[config.mk]
export PLATFORM = sky130hd
export DESIGN_NAME = input_conditioner
export DESIGN_NICKNAME = d
export VERILOG_FILES = /design/src/rtl/input_conditioner_pkg.sv /design/src/rtl/input_conditioner_channel.sv /design/src/rtl/input_conditioner.sv
export SDC_FILE = /design/constraint.sdc
export NUM_CORES = 1
export LEC_CHECK = 0
export CAP_MARGIN = 20
export CELL_PAD_IN_SITES_DETAIL_PLACEMENT = 1
export CELL_PAD_IN_SITES_GLOBAL_PLACEMENT = 1
export CORE_MARGIN = 2
export CORE_UTILIZATION = 50
export CTS_CLUSTER_SIZE = 8
export DETAILED_ROUTE_END_ITERATION = 8
export DONT_BUFFER_PORTS = 1
export PLACE_DENSITY_LB_ADDON = 0.1
export SYNTH_ARGS = -nofsm -noshare
export SYNTH_HDL_FRONTEND = slang
export SYNTH_HIERARCHICAL = 1
export SYNTH_SLANG_ARGS = --single-unit
[constraint.sdc]
create_clock -name clock -period 3.3 [get_ports clock]
set_input_delay 0.66 -clock clock [delete_from_list [all_inputs] [get_ports clock]]
set_output_delay 0.66 -clock clock [all_outputs]
set_load 0.03 [all_outputs]
[src/rtl/input_conditioner_pkg.sv]
// Shared constants and types for the switch/start input conditioner.
// Board defaults target a 50 MHz clock with a 1 ms debounce window.
package input_conditioner_pkg;

  localparam int unsigned CLK_HZ                = 50_000_000;
  localparam int unsigned DEBOUNCE_MS           = 1;
  localparam int unsigned DEBOUNCE_CYCLES_BOARD = (CLK_HZ / 1000) * DEBOUNCE_MS;
  localparam int unsigned DEBOUNCE_CYCLES_SIM   = 4;
  localparam int unsigned WIDTH_DEFAULT         = 10;
  localparam int unsigned CNT_W_DEFAULT         = 16;

  typedef enum logic {
    CH_STABLE,
    CH_PENDING
  } chan_state_e;

  // The start key sits just above the slide switches in the channel vector.
  function automatic int unsigned start_channel(input int unsigned width);
    return width;
  endfunction

endpackage

[src/rtl/input_conditioner_channel.sv]
// One conditioned input: 2-FF synchroniser, debounce counter and
// registered rise/fall flags aligned with the accepted level.
module debounce_channel
  import input_conditioner_pkg::*;
#(
  parameter int unsigned DEBOUNCE_CYCLES = DEBOUNCE_CYCLES_BOARD,
  parameter int unsigned CNT_W           = CNT_W_DEFAULT
) (
  input  logic clock,
  input  logic reset,
  input  logic raw,
  output logic stable,
  output logic rose,
  output logic fell
);

  localparam logic [CNT_W-1:0] CNT_TERM = CNT_W'(DEBOUNCE_CYCLES - 1);

  logic             sync1;
  logic             sync2;
  logic [CNT_W-1:0] cnt;
  logic [CNT_W-1:0] cnt_nxt;
  logic             stable_nxt;
  logic             rose_nxt;
  logic             fell_nxt;
  chan_state_e      state;

  // State is implied by sync2 vs. stable; a disagreement that ends early
  // drops back to CH_STABLE, which zeroes the partial count.
  always_comb begin
    state      = (sync2 != stable) ? CH_PENDING : CH_STABLE;
    cnt_nxt    = '0;
    stable_nxt = stable;
    rose_nxt   = 1'b0;
    fell_nxt   = 1'b0;
    case (state)
      CH_STABLE: cnt_nxt = '0;
      CH_PENDING: begin
        if (cnt == CNT_TERM) begin
          stable_nxt = sync2;
          rose_nxt   = sync2;
          fell_nxt   = ~sync2;
        end else begin
          cnt_nxt = cnt + CNT_W'(1);
        end
      end
      default: cnt_nxt = '0;
    endcase
  end

  always_ff @(posedge clock or negedge reset) begin
    if (!reset) begin
      sync1  <= 1'b0;
      sync2  <= 1'b0;
      cnt    <= '0;
      stable <= 1'b0;
      rose   <= 1'b0;
      fell   <= 1'b0;
    end else begin
      sync1  <= raw;
      sync2  <= sync1;
      cnt    <= cnt_nxt;
      stable <= stable_nxt;
      rose   <= rose_nxt;
      fell   <= fell_nxt;
    end
  end

endmodule

[src/rtl/input_conditioner.sv]
// Conditions the board slide switches and start key for the game status FSM:
// synchronised, debounced levels plus change/press pulses.
module input_conditioner
  import input_conditioner_pkg::*;
#(
  parameter int unsigned WIDTH            = WIDTH_DEFAULT,
  parameter int unsigned DEBOUNCE_CYCLES  = DEBOUNCE_CYCLES_BOARD,
  parameter int unsigned CNT_W            = CNT_W_DEFAULT,
  parameter bit          START_ACTIVE_LOW = 1'b1
) (
  input  logic             clock,
  input  logic             reset,
  input  logic [WIDTH-1:0] switch_raw,
  input  logic             start_raw,
  output logic [WIDTH-1:0] switch_stable,
  output logic             switch_changed,
  output logic             start_level,
  output logic             start_pulse
);

  localparam int unsigned START_CH = start_channel(WIDTH);

  logic [WIDTH:0] chan_raw;
  logic [WIDTH:0] chan_stable;
  logic [WIDTH:0] chan_rose;
  logic [WIDTH:0] chan_fell;
  logic           start_fell_unused;

  // Normalising before the synchroniser makes an idle low-active key read 0.
  assign chan_raw = {(START_ACTIVE_LOW ? ~start_raw : start_raw), switch_raw};

  for (genvar i = 0; i < WIDTH + 1; i++) begin : g_chan
    debounce_channel #(
      .DEBOUNCE_CYCLES(DEBOUNCE_CYCLES),
      .CNT_W          (CNT_W)
    ) u_chan (
      .clock (clock),
      .reset (reset),
      .raw   (chan_raw[i]),
      .stable(chan_stable[i]),
      .rose  (chan_rose[i]),
      .fell  (chan_fell[i])
    );
  end

  // Outputs are driven straight from channel flops, so they land on the
  // same edge as the accepted level with no input-to-output path.
  assign switch_stable     = chan_stable[WIDTH-1:0];
  assign switch_changed    = |(chan_rose[WIDTH-1:0] | chan_fell[WIDTH-1:0]);
  assign start_level       = chan_stable[START_CH];
  assign start_pulse       = chan_rose[START_CH];
  assign start_fell_unused = chan_fell[START_CH];

endmodule

==> impl_metrics.toml <==
[power]
p_leak_nw = 4.75
p_total_w = 0.00613
power_density_mw_per_mm2 = 515
ir_drop_uv = 432

[critical_path]
reg2reg_depth = 4
regToRegSetupSlack_ps = 1550
crit_path_start_kind = "flop"
cp.required_ps = 2640
r2r_end = "g_chan[0].u_chan/cnt[14]$_DFF_PN0_"
crit_start = "g_chan[1].u_chan/fell$_DFF_PN0_"
end_kind = "output port"
worstPathArrival_ps = 1830
crit_type = "flop to output port"
worstPathMaxFanout = 1
rr_startpoint = "g_chan[0].u_chan/cnt[7]$_DFF_PN0_"

[floorplanning]
die_y_um = 150
io-pin-count = 26
fp.dieArea_sq_mm = 0.0225
coreArea_sq_mm = 0.0210
initial_core_util_pct = 50.8
num_rows = 53
die_w_um = 150

[global_routing]
grt_pass1_wl_mm = 38.1
grt_pass1_vias = 7724
antenna_found_initial = 0
grt-ovfl-total = 0
grtUsageTotal_pct = 20.8
grt_start_max_net_pins = 231

[clock_tree]
cts_root_buffer = "clkbuf_16"
clk_pin_slew_worst_paths_ps = 50
ctsLongestPathBuffers = 3
postCtsResizedCells = 0
insertion_delay_ps = 490
cts_max_level = 2
cts_tree = "yes"
numCtsBuffers = 34
cts.sinks = 230

[layout]
diodes = 0
final-seq-area_sq_mm = 0.00576
layout-drive-gt1-share_pct = 8.19
multiInputGateArea_sq_mm = 0.00470
area_delta_synth_final_pct = 11.5
finalNetCount = 1023
fillers = 2183
fin_cells = 1276
final_area_sq_mm = 0.0119

[outcome]
run_status = "complete, but fails checks"
violations = "negative hold slack"

[drt]
routed_wl_mm = 21.9
wl_per_cell_um = 17.2
drc = 0
firstDrtPassIters = 4
dr_total_vias = 7132
postRouteAntennaNets = 0
routed_via_density = 5.59
drtIter0Drc = 247

[placed_design]
dpl.hpwl_mm = 13.8
dpl.cell_count = 1238
portBuffers = 0
gp_congestion = 0.731
placed_area_sq_mm = 0.0110

[sta]
period_share_pct = 75.5
relSlewSlack_pct = 62.0
fin_tns_setup_ps = 0
fin_skew_ps = 12.8
fin_crit_ps = 2490
rsz0062_at_grt = "false"
fmax_mhz = 401
hold_viol_final = 230
fin_hold_ws_ps = -129
finalSetupViolations = 0
worst_pin_slew_ps = 564
maxSlewViolCount = 0

[synth]
yosys_warnings = 6
synth_area_sq_mm = 0.0107
postSynthCellCount = 974
avgSynthCellArea_sq_um = 11.0
syn_nets = 998

[worst_hold_path]
hp-class = "input pin to async pin"

[flow_run]
maxCapViolCount = 0
[layout by cell type, fill, tap and decap left out]
cell type  instances
or4_1             11
clkinv_1          11
ha_1              11
inv_1             34
or3_1             11
nand2_1           11
clkbuf_8           1
mux2_1            11
and3_1            23
nand2_4           11
o31ai_1           11
nor4_1            38
nor4bb_1          22
dfrtp_1          230
nor3_1            44
nand3_2           11
nand4_1           33
nand3_1           45
clkbuf_16         37
a21oi_1           11
xnor2_1          121
xor2_1            33
nor3b_1           21
nor2_1           176
nand4_2           11
nand2_8           11
nor4b_1           11
[power by group]
part | switching, W | internal (W)
sequential | 0.0000473 | 0.00287
combinational | 0.0000631 | 0.0000408
clock | 0.00114 | 0.00197
total | 0.00125 | 0.00488
[final cells by class]
class / count / area share (%)
clock buffer: 38 / 7.89
tap: 275 / 2.89
inverter: 45 / 1.42
multi-input combinational: 688 / 39.5
sequential: 230 / 48.3
[layer usage]
metal  global-route usage [%]  wire, um
met1                     27.4     10100
met2                     35.1     10800
met3                     3.79       652
met4                     6.27       386
met5                        0         0
[worst max-delay path, cell delays in order (launching register included)]
cell     delay, ps
dfrtp_1        360
nor4_1         530
nand3_1        450
[what timing repair did]
action / in CTS / in global routing
endpoints found under the hold margin: 230 / 230
setup endpoints to repair: 0 / 0
setup buffers: 0 / 0
[state kept, by name, summed over array words and instances (netlist names)]
signal / cells
g_chan.u_chan/cnt: 176
g_chan.u_chan/sync2: 11
g_chan.u_chan/rose: 11
g_chan.u_chan/stable: 11
g_chan.u_chan/fell: 10
g_chan.u_chan/sync1: 11
[stage by stage]
stage | utilization (%) | setup slack [ps] | hold WS, ps
floorplan | - | 1660 | 331
global placement | 52.2 | 1360 | 333
detailed placement | 52.2 | 1380 | 336
CTS | 56.7 | 807 | -151
global route | 56.7 | 766 | -150
finish | 56.7 | 807 | -129
[worst max-delay path by stage]
stage	end	slack, ps	cells after the start
floorplan	switch_changed	1660	3
global placement	switch_changed	1360	2
detailed placement	switch_changed	1380	2
CTS	switch_changed	810	2
global route	switch_changed	770	2
finish	switch_changed	810	2
Note: power is estimated with default switching activity, not from simulation.
